$ cat src/rtl/mips_pkg.sv
// Shared MIPS core definitions: opcode/funct encodings,
// fetch FSM states and the fetch-buffer entry layout.
package mips_pkg;

  localparam logic [31:0] RESET_PC_DEF = 32'h0000_0000;

  localparam logic [5:0] OP_RTYPE = 6'b000000;
  localparam logic [5:0] OP_ADDI  = 6'b001000;
  localparam logic [5:0] OP_LW    = 6'b100011;
  localparam logic [5:0] OP_SW    = 6'b101011;
  localparam logic [5:0] OP_BEQ   = 6'b000100;

  localparam logic [5:0] F_ADD = 6'b100000;
  localparam logic [5:0] F_SUB = 6'b100010;
  localparam logic [5:0] F_AND = 6'b100100;
  localparam logic [5:0] F_OR  = 6'b100101;
  localparam logic [5:0] F_SLT = 6'b101010;

  typedef enum logic [1:0] {
    S_FETCH,
    S_WAIT,
    S_FULL
  } fetch_state_e;

  typedef struct packed {
    logic [31:0] pc_plus4;
    logic [31:0] instr;
  } fetch_entry_t;

  // Branch target in word units: (pc+4)/4 + sext(imm)
  function automatic logic [29:0] word_target(
    input logic [29:0] pc4_w,
    input logic [15:0] imm
  );
    return pc4_w + {{14{imm[15]}}, imm};
  endfunction

endpackage

$ cat src/rtl/mips_fetch_unit_if.sv
// Fetch-stage bus: instruction-memory read port plus
// the fetch-to-decode valid/ready handshake.
interface mips_fetch_unit_if;

  logic        imem_req;
  logic [31:0] imem_addr;
  logic        imem_rvalid;
  logic [31:0] imem_rdata;
  logic        instr_valid;
  logic        instr_ready;
  logic [31:0] instr;
  logic [5:0]  opcode;
  logic [5:0]  funct;
  logic [31:0] pc_plus4;
  logic        pc_src;
  logic [15:0] branch_imm;

  modport master (
    output imem_req, imem_addr,
    input  imem_rvalid, imem_rdata,
    output instr_valid, instr, opcode,
    output funct, pc_plus4,
    input  instr_ready, pc_src, branch_imm
  );

  modport slave (
    input  imem_req, imem_addr,
    output imem_rvalid, imem_rdata,
    input  instr_valid, instr, opcode,
    input  funct, pc_plus4,
    output instr_ready, pc_src, branch_imm
  );

endinterface

$ cat src/rtl/fetch_fifo.sv
// Small synchronous FIFO of fetched {pc+4, instr} entries.
// Flush wins over a same-cycle push.
module fetch_fifo
  import mips_pkg::*;
#(
  parameter int DEPTH = 2,
  parameter int CW    = $clog2(DEPTH) + 1
) (
  input  logic          clk,
  input  logic          rst,
  input  logic          push_i,
  input  logic          pop_i,
  input  logic          flush_i,
  input  fetch_entry_t  data_i,
  output fetch_entry_t  data_o,
  output logic          valid_o,
  output logic [CW-1:0] count_o
);

  localparam int AW = CW - 1;

  fetch_entry_t  mem_q [DEPTH];
  logic [CW-1:0] wr_q;
  logic [CW-1:0] rd_q;

  assign count_o = wr_q - rd_q;
  assign valid_o = (count_o != '0);
  assign data_o  = mem_q[rd_q[AW-1:0]];

  always_ff @(posedge clk) begin
    if (rst || flush_i) begin
      wr_q <= '0;
      rd_q <= '0;
    end else begin
      if (push_i) wr_q <= wr_q + CW'(1);
      if (pop_i)  rd_q <= rd_q + CW'(1);
    end
  end

  always_ff @(posedge clk) begin
    if (push_i && !flush_i) begin
      mem_q[wr_q[AW-1:0]] <= data_i;
    end
  end

endmodule

$ cat src/rtl/mips_fetch_unit.sv
// MIPS instruction-fetch stage: PC, single-outstanding
// imem reads, fetch buffer and beq redirect.
module mips_fetch_unit
  import mips_pkg::*;
#(
  parameter logic [31:0] RESET_PC   = RESET_PC_DEF,
  parameter int          FIFO_DEPTH = 2
) (
  input logic               clk,
  input logic               rst,
  mips_fetch_unit_if.master bus
);

  localparam int CW = $clog2(FIFO_DEPTH) + 1;

  fetch_state_e  state_q, state_d;
  logic [29:0]   pc_q, pc_d;
  logic [29:0]   req_pc_q, req_pc_d;
  logic          discard_q, discard_d;
  logic [CW-1:0] count;
  logic          has_room, accept, redirect;
  logic          issue, push, head_valid;
  fetch_entry_t  head, push_entry;

  assign has_room = (count < CW'(FIFO_DEPTH));
  assign accept   = head_valid & bus.instr_ready;
  assign redirect = accept & bus.pc_src;
  assign issue    = (state_q == S_FETCH) & has_room & ~rst;
  assign push     = (state_q == S_WAIT) & bus.imem_rvalid
                  & ~discard_q;

  assign push_entry.pc_plus4 = {req_pc_q + 30'd1, 2'b00};
  assign push_entry.instr    = bus.imem_rdata;

  fetch_fifo #(
    .DEPTH (FIFO_DEPTH),
    .CW    (CW)
  ) u_fifo (
    .clk     (clk),
    .rst     (rst),
    .push_i  (push),
    .pop_i   (accept),
    .flush_i (redirect),
    .data_i  (push_entry),
    .data_o  (head),
    .valid_o (head_valid),
    .count_o (count)
  );

  always_comb begin
    state_d   = state_q;
    pc_d      = pc_q;
    req_pc_d  = req_pc_q;
    discard_d = discard_q;
    unique case (state_q)
      S_FETCH: begin
        if (issue) begin
          pc_d     = pc_q + 30'd1;
          req_pc_d = pc_q;
          state_d  = S_WAIT;
        end else begin
          state_d  = S_FULL;
        end
      end
      S_WAIT: begin
        if (bus.imem_rvalid) begin
          discard_d = 1'b0;
          state_d   = S_FETCH;
        end
      end
      S_FULL: begin
        if (accept || has_room) state_d = S_FETCH;
      end
      default: state_d = S_FETCH;
    endcase
    // Any read still in flight after a redirect is stale
    if (redirect) begin
      pc_d = word_target(head.pc_plus4[31:2],
                         bus.branch_imm);
      if (state_d == S_WAIT) discard_d = 1'b1;
    end
  end

  always_ff @(posedge clk) begin
    if (rst) begin
      state_q   <= S_FETCH;
      pc_q      <= RESET_PC[31:2];
      req_pc_q  <= RESET_PC[31:2];
      discard_q <= 1'b0;
    end else begin
      state_q   <= state_d;
      pc_q      <= pc_d;
      req_pc_q  <= req_pc_d;
      discard_q <= discard_d;
    end
  end

  assign bus.imem_req    = issue;
  assign bus.imem_addr   = {pc_q, 2'b00};
  assign bus.instr_valid = head_valid;
  assign bus.instr       = head_valid ? head.instr : '0;
  assign bus.pc_plus4    = head_valid ? head.pc_plus4 : '0;
  assign bus.opcode      = bus.instr[31:26];
  assign bus.funct       = bus.instr[5:0];

endmodule
$ cat src/flat_wrapper.sv
// flat-port wrapper written by rule: the top's interface ports become plain ports
module mips_fetch_unit_flat import mips_pkg::*;
#(
  parameter logic [31:0] RESET_PC   = RESET_PC_DEF,
  parameter int          FIFO_DEPTH = 2
)
  (clk, rst, bus_imem_req, bus_imem_addr, bus_imem_rvalid, bus_imem_rdata, bus_instr_valid, bus_instr, bus_opcode, bus_funct, bus_pc_plus4, bus_instr_ready, bus_pc_src, bus_branch_imm);
  mips_fetch_unit_if bus_i ();
  input logic clk;
  input logic rst;
  output wire logic [$bits(bus_i.imem_req)-1:0] bus_imem_req;
  output wire logic [$bits(bus_i.imem_addr)-1:0] bus_imem_addr;
  input wire logic [$bits(bus_i.imem_rvalid)-1:0] bus_imem_rvalid;
  input wire logic [$bits(bus_i.imem_rdata)-1:0] bus_imem_rdata;
  output wire logic [$bits(bus_i.instr_valid)-1:0] bus_instr_valid;
  output wire logic [$bits(bus_i.instr)-1:0] bus_instr;
  output wire logic [$bits(bus_i.opcode)-1:0] bus_opcode;
  output wire logic [$bits(bus_i.funct)-1:0] bus_funct;
  output wire logic [$bits(bus_i.pc_plus4)-1:0] bus_pc_plus4;
  input wire logic [$bits(bus_i.instr_ready)-1:0] bus_instr_ready;
  input wire logic [$bits(bus_i.pc_src)-1:0] bus_pc_src;
  input wire logic [$bits(bus_i.branch_imm)-1:0] bus_branch_imm;
  assign bus_imem_req = bus_i.imem_req;
  assign bus_imem_addr = bus_i.imem_addr;
  assign bus_i.imem_rvalid = bus_imem_rvalid;
  assign bus_i.imem_rdata = bus_imem_rdata;
  assign bus_instr_valid = bus_i.instr_valid;
  assign bus_instr = bus_i.instr;
  assign bus_opcode = bus_i.opcode;
  assign bus_funct = bus_i.funct;
  assign bus_pc_plus4 = bus_i.pc_plus4;
  assign bus_i.instr_ready = bus_instr_ready;
  assign bus_i.pc_src = bus_pc_src;
  assign bus_i.branch_imm = bus_branch_imm;
  mips_fetch_unit #(.RESET_PC(RESET_PC), .FIFO_DEPTH(FIFO_DEPTH)) u_core (.clk(clk), .rst(rst), .bus(bus_i));
endmodule
$ cat config.mk
export PLATFORM = sky130hd
export DESIGN_NAME = mips_fetch_unit_flat
export DESIGN_NICKNAME = d
export VERILOG_FILES = /design/src/rtl/mips_pkg.sv /design/src/rtl/mips_fetch_unit_if.sv /design/src/rtl/fetch_fifo.sv /design/src/rtl/mips_fetch_unit.sv /design/src/flat_wrapper.sv
export SDC_FILE = /design/constraint.sdc
export NUM_CORES = 1
export LEC_CHECK = 0
export CORE_MARGIN = 2
export CORE_UTILIZATION = 54
export DETAILED_ROUTE_END_ITERATION = 16
export GPL_TIMING_DRIVEN = 1
export HOLD_SLACK_MARGIN = 0.08
export PLACE_DENSITY = 0.78
export REMOVE_ABC_BUFFERS = 1
export SETUP_SLACK_MARGIN = 0.15
export SLEW_MARGIN = 20
export SYNTH_ARGS = -nofsm -noshare
export SYNTH_HDL_FRONTEND = slang
export SYNTH_SLANG_ARGS = --single-unit
$ cat constraint.sdc
create_clock -name clk -period 6.4 [get_ports clk]
set_input_delay 1.92 -clock clk [delete_from_list [all_inputs] [get_ports clk]]
set_output_delay 1.92 -clock clk [all_outputs]
set_load 0.1 [all_outputs]
==> flow_metrics.py, run 1 <==
metrics = {
    "outcome": {
        "status": "finished clean",
    },
    "timing": {
        "fin_ws_ps": 1270,
        "hold_viol": 0,
        "finalMaxSlewViolations": 0,
        "max_freq_ghz": 0.195,
        "setup_violations": 0,
        "clock_skew_ps": 15.5,
        "slew_headroom_pct": 24.4,
        "min_period_ps": 5130,
        "fin_crit_sh_pct": 80.2,
        "rsz0062_at_grt": "no",
        "hold_ws_ps": 477,
        "worstMarginPinSlew_ps": 1130,
    },
    "finish": {
        "n_antenna_cell": 0,
        "seq_area_um2": 5090,
        "multi_input_area_um2": 4340,
        "final_core_util_pct": 67.0,
        "fillers": 1456,
        "stdcell_area_um2": 12000,
        "area.growth.synth_to_final_pct": 22.9,
        "fin_nets": 1126,
        "layout-drive-gt1-share_pct": 10.5,
    },
    "floorplan": {
        "fp.dieH_um": 138,
        "dieWidth_um": 138,
        "core_area_um2": 17800,
        "pin_count": 163,
        "start_util_pct": 54.5,
        "rows": 49,
        "die_area_um2": 19100,
    },
    "drt": {
        "drt_wl_total_mm": 22.1,
        "drtPass1Iterations": 5,
        "vias": 7224,
        "drt_iter0_drc": 458,
        "drc": 0,
        "final_antenna_net_count": 0,
        "wl_per_cell_um": 17.2,
        "viasPerCell": 5.63,
    },
    "logic_synthesis": {
        "synth_ff_type": "edfxtp_1",
        "synth_top_area_share_pct": 38.3,
        "synth_area_leaders": "edfxtp_1 38%, dfxtp_1 14%, xnor2_1 4.3%, ha_1 4.1%, nand2_1 4.0%",
        "synthArstFlopShare_pct": 0,
        "yosysSeqAreaShare_pct": 52.3,
        "netlist_instances": 910,
        "netlist_area_um2": 9730,
        "synth_seq_cells": 192,
        "ys_warn_count": 0,
        "synthDistinctLibCells": 60,
        "yosysTopAreaCell": "edfxtp_1",
        "synth_most_common_cell": "edfxtp_1",
        "synth.cells.most_frequent": "124 x edfxtp_1, 103 x nand2_1, 80 x nor2_1",
        "synth_edf_count": 124,
        "syn_avg_cell_area_um2": 10.7,
    },
    "pwr": {
        "power_density_nw_per_um2": 348,
        "leakagePower_nw": 4.27,
        "ir_worst_vdd_v": 0.000230,
    },
    "critical_path": {
        "critPathCaptureType": "output port",
        "start_kind": "flop",
        "crit_type": "reg2out",
        "cp.arrival_ps": 3210,
        "required_ps": 4480,
        "crit_fanout": 34,
    },
    "clock_network": {
        "cts_sinks": 192,
        "h-tree-depth": 4,
        "numCtsBuffers": 17,
        "postCtsSetupRepairBufs": 0,
        "cts_root_buf": "clkbuf_16",
        "cts_buffer_depth": 2,
        "clkTransAtPathRegs_ps": 80,
        "tritoncts": "yes",
        "ctsResizeCount": 0,
        "holdBufCountCts": 0,
        "insertion_delay_ps": 440,
    },
    "grt": {
        "grt_max_degree": 69,
        "track_usage_pct": 23.2,
        "first_global_vias": 6991,
        "grt-ovfl-total": 0,
        "grt_pass1_wl_mm": 35.4,
        "antenna_found_initial": 0,
    },
    "min_path": {
        "hp-class": "reg2reg",
    },
    "placement": {
        "port-buffer-count": 158,
        "gp_congestion": 0.887,
        "post-place-ws_ps": 1250,
        "dp_hpwl_mm": 15.3,
        "place_area_um2": 11300,
    },
    "run": {
        "maxCapViolCount": 0,
    },
}
## cells by family after synthesis
family / after synthesis / synth area share [%]
other: 1 / 0.0385
XOR/XNOR: 83 / 7.61
multiplexers: 64 / 6.96
AO/OA/AOI/OAI: 162 / 10.6
AND/OR/NAND/NOR: 305 / 14.9
adder cells (fa/ha/maj): 33 / 4.32
flip-flops: 192 / 52.3
buffers and inverters: 70 / 3.34
## layer usage
layer | vias up | share of wire, % | track usage (%)
met5 | - | 0 | 0
met4 | 0 | 2.0 | 7.89
met3 | 31 | 5.2 | 3.33
met2 | 238 | 47 | 38.5
met1 | 3420 | 45 | 31.4
li1 | 3535 | - | -
## stage by stage
step / TNS, ps / power (mW) / cells
final: 0 / 4.16 / 1282
after global routing: 0 / 4.30 / 1282
after CTS: 0 / 4.18 / 1282
after detailed placement: 0 / 3.10 / 1250
after global placement: 0 / 3.08 / 1250
after floorplan: -4660 / 2.71 / 856
## final cells by class
class | instances | area share [%]
repair buffers | 165 | 13.2
well taps | 229 | 2.40
inverters | 13 | 0.408
multi-input cells | 651 | 36.3
clock inverters | 15 | 1.55
clock buffers | 17 | 3.56
flip-flops and latches | 192 | 42.6
## final timing paths
path                                                          from                              endpoint  slack, ps  depth (start not counted)
worst max-delay path            u_core.u_fifo.wr_q[0]$_SDFFE_PP0P_                         bus_instr[30]       1270                          7
worst min register to register    u_core.req_pc_q[29]$_SDFFE_PP0P_      u_core.req_pc_q[29]$_SDFFE_PP0P_        480                          2
worst max register to register  u_core.u_fifo.wr_q[0]$_SDFFE_PP0P_  u_core.u_fifo.mem_q[0][53]$_DFFE_PP_       2080                         10
worst min-delay path              u_core.req_pc_q[29]$_SDFFE_PP0P_      u_core.req_pc_q[29]$_SDFFE_PP0P_        480                          2
## power breakdown
| group | total, mW | leakage [nW] | switching (mW) | internal [mW] |
|---|---|---|---|---|
| combinational | 1.61 | 2.29 | 1.20 | 0.407 |
| clock | 1.08 | 0.300 | 0.517 | 0.567 |
| sequential | 1.47 | 1.69 | 0.0673 | 1.40 |
## cell usage in the layout (no fill, tap or decap), types with 19 or more instances in the layout
master           synthesis  final
a211oi_1                19     19
a21oi_1                 38     38
and2_1                  37     37
buf_4                   16     36
clkdlybuf4s50_1          0    127
dfxtp_1                 68     67
edfxtp_1               124    124
ha_1                    32     32
mux2_2                  29     29
mux2i_1                 35     35
nand2_1                103    103
nand3_1                 25     25
nor2_1                  80     79
o21ai_0                 47     47
xnor2_1                 48     48
xor2_1                  34     34
## worst max-delay path, stage by stage, from the launching register on
cell             delay (ps)
dfxtp_1                 380
inv_1                    70
ha_1                    200
xnor3_1                 270
and2_1                  200
buf_4                   240
nor2_1                  230
clkdlybuf4s50_1        1170
## flip-flops by register name, indices dropped and copies added, names as in the netlist, named ones only
signal and cells:
u_core.u_fifo.mem_q 124, u_core.pc_q 30, u_core.req_pc_q 30, u_core.state_q 2, u_core.u_fifo.rd_q 2, u_core.u_fifo.wr_q 2, u_core.discard_q 1
Power figures use the tool's default switching activity.
==> inputs of run 2 (changes only) <==
- CORE_UTILIZATION: 54 -> 49
- PLACE_DENSITY: 0.78 -> 0.74
- clock period: 6.4 -> 4.6 ns (I/O delays scaled with it)
==> run 2 against run 1 <==
  * Sequential cell count did not move
  * Design area increased by 2.9%
  * Final cell count increased by 3.4%
  * Clock power increased by 37%
  * Via count down 1.2%
  * Wire length shrank 0.46%
  * Core utilization is 3.8 points lower
  * Critical endpoint is now u_core.pc_q[20]$_SDFFE_PP0P_
==> flow_metrics.py, run 2 (synthesis gave the netlist of run 1 again) <==
metrics = {
    "critical_path": {
        "slowest_delay_ps": 470,
        "worst-path-buf-inv": 1,
        "start_kind": "primary input",
        "required_ps": 4910,
        "path_delay_family": "compound AO/OA/AOI/OAI gates",
        "crit_type": "in2reg",
        "crit_slowest_cell": "a2111o_1",
        "cp.arrival_ps": 4510,
        "critPathCaptureType": "flop",
        "path_cells": "clkdlybuf4s50_1 -> ha_1 -> fa_1 -> a21o_1 -> a221oi_2 -> nor3_1 -> a2111o_1 -> a31o_2 -> and3_1 -> o41ai_1 -> o21ai_1",
        "crit_fanout": 6,
    },
    "finish": {
        "final_cell_mix": "124 x edfxtp_1, 103 x nand2_1, 82 x clkdlybuf4s50_1, 79 x nor2_1, 67 x dfxtp_1",
        "area.growth.synth_to_final_pct": 26.5,
        "fillers": 1540,
        "final_common_cell": "edfxtp_1",
        "multi_input_area_um2": 4340,
        "largest_reg_flops": 124,
        "seq_area_um2": 5090,
        "layout-drive-gt1-share_pct": 15.5,
        "fin_nets": 1134,
        "n_antenna_cell": 0,
    },
    "drt": {
        "viasPerCell": 5.38,
        "drtPass1Iterations": 5,
        "wl_per_cell_um": 16.6,
        "drt_wl_total_mm": 22.0,
        "drc": 0,
        "drt_iter0_drc": 385,
        "final_antenna_net_count": 0,
        "vias": 7137,
    },
    "pwr": {
        "power_density_nw_per_um2": 478,
        "leakagePower_nw": 4.48,
        "ir_worst_vdd_v": 0.000276,
    },
    "timing": {
        "fin_crit_sh_pct": 91.5,
        "setup_violations": 0,
        "clock_skew_ps": 8.75,
        "fin_ws_ps": 393,
        "slew_headroom_pct": 30.3,
        "rsz0062_at_grt": "no",
        "hold_ws_ps": 486,
        "worstMarginPinSlew_ps": 1040,
        "max_freq_ghz": 0.238,
        "finalMaxSlewViolations": 0,
        "hold_viol": 0,
        "min_period_ps": 4210,
    },
    "floorplan": {
        "core_area_um2": 19500,
        "pin_count": 163,
        "die_area_um2": 21000,
        "start_util_pct": 50.0,
        "rows": 51,
        "fp.dieH_um": 145,
        "dieWidth_um": 145,
    },
    "grt": {
        "track_usage_pct": 21.2,
        "first_global_vias": 7024,
        "grt-ovfl-total": 0,
        "antenna_found_initial": 0,
        "grt_pass1_wl_mm": 35.6,
        "grt_max_degree": 47,
    },
    "clock_network": {
        "ctsResizeCount": 0,
        "holdBufCountCts": 0,
        "insertion_delay_ps": 430,
        "numCtsBuffers": 17,
        "cts_root_buf": "clkbuf_16",
        "h-tree-depth": 4,
        "cts_buffer_depth": 2,
        "tritoncts": "yes",
        "cts_sinks": 192,
        "clkTransAtPathRegs_ps": 80,
        "postCtsSetupRepairBufs": 0,
    },
    "placement": {
        "gp_congestion": 0.912,
        "post-place-ws_ps": -21.6,
        "dp_hpwl_mm": 16.1,
        "port-buffer-count": 158,
    },
    "min_path": {
        "hp-class": "reg2reg",
    },
    "outcome": {
        "status": "finished clean",
    },
    "run": {
        "maxCapViolCount": 0,
    },
}
## run 2: changes by cell type in the layout (fill, tap and decap cells not counted), sizes merged
cell,delta
buf,+53
clkinv,+1
clkdlybuf4s50,-45
inv,-2
clkinvlp,+1
## run 2: path summary, 6_finish.rpt
kind	from	to	slack [ps]	depth (start not counted)
hold / removal	u_core.req_pc_q[29]$_SDFFE_PP0P_	u_core.req_pc_q[29]$_SDFFE_PP0P_	490	2
setup reg to reg	flop	u_core.pc_q[20]$_SDFFE_PP0P_	930	10
setup / recovery	bus_branch_imm[0]	u_core.pc_q[20]$_SDFFE_PP0P_	390	11
hold reg to reg	u_core.req_pc_q[29]$_SDFFE_PP0P_	u_core.req_pc_q[29]$_SDFFE_PP0P_	490	2
## run 2: where the power goes
group,switching [mW],total (mW),internal [mW]
Sequential,0.0775,2.03,1.95
Combinational,1.71,2.39,0.674
Clock,0.698,1.48,0.778
Total,2.49,5.89,3.40
## run 2: worst min-delay path, stage by stage (launching register included)
cell,delay (ps)
dfxtp_1,320
nand2_1,50
o21ai_0,60
## run 2: stage by stage
step	power (mW)	cells	utilization (%)	TNS [ps]	cell area (um2)
finish	5.89	1326	63.2	0	12300
global placement	4.43	1294	60.2	0	11700
detailed placement	4.46	1294	60.2	-21.6	11700
floorplan	3.78	856	-	-178280	9470
CTS	5.92	1326	63.2	0	12300
global route	6.11	1326	63.2	0	12300
## run 2: routing by layer
layer | vias up | GRT usage (%) | part of all wire, %
met3 | 41 | 3.36 | 4.8
met4 | 0 | 8.17 | 2.5
met5 | - | 0 | 0
met2 | 211 | 35.1 | 47
met1 | 3351 | 28.2 | 45
li1 | 3534 | - | -
## run 2: layout make-up
class	instances	share of cell area [%]
multi-input combinational	651	35.3
sequential	192	41.3
tap	265	2.69
clock inverter	15	1.37
timing repair buffer	173	15.5
inverter	13	0.396
clock buffer	17	3.46
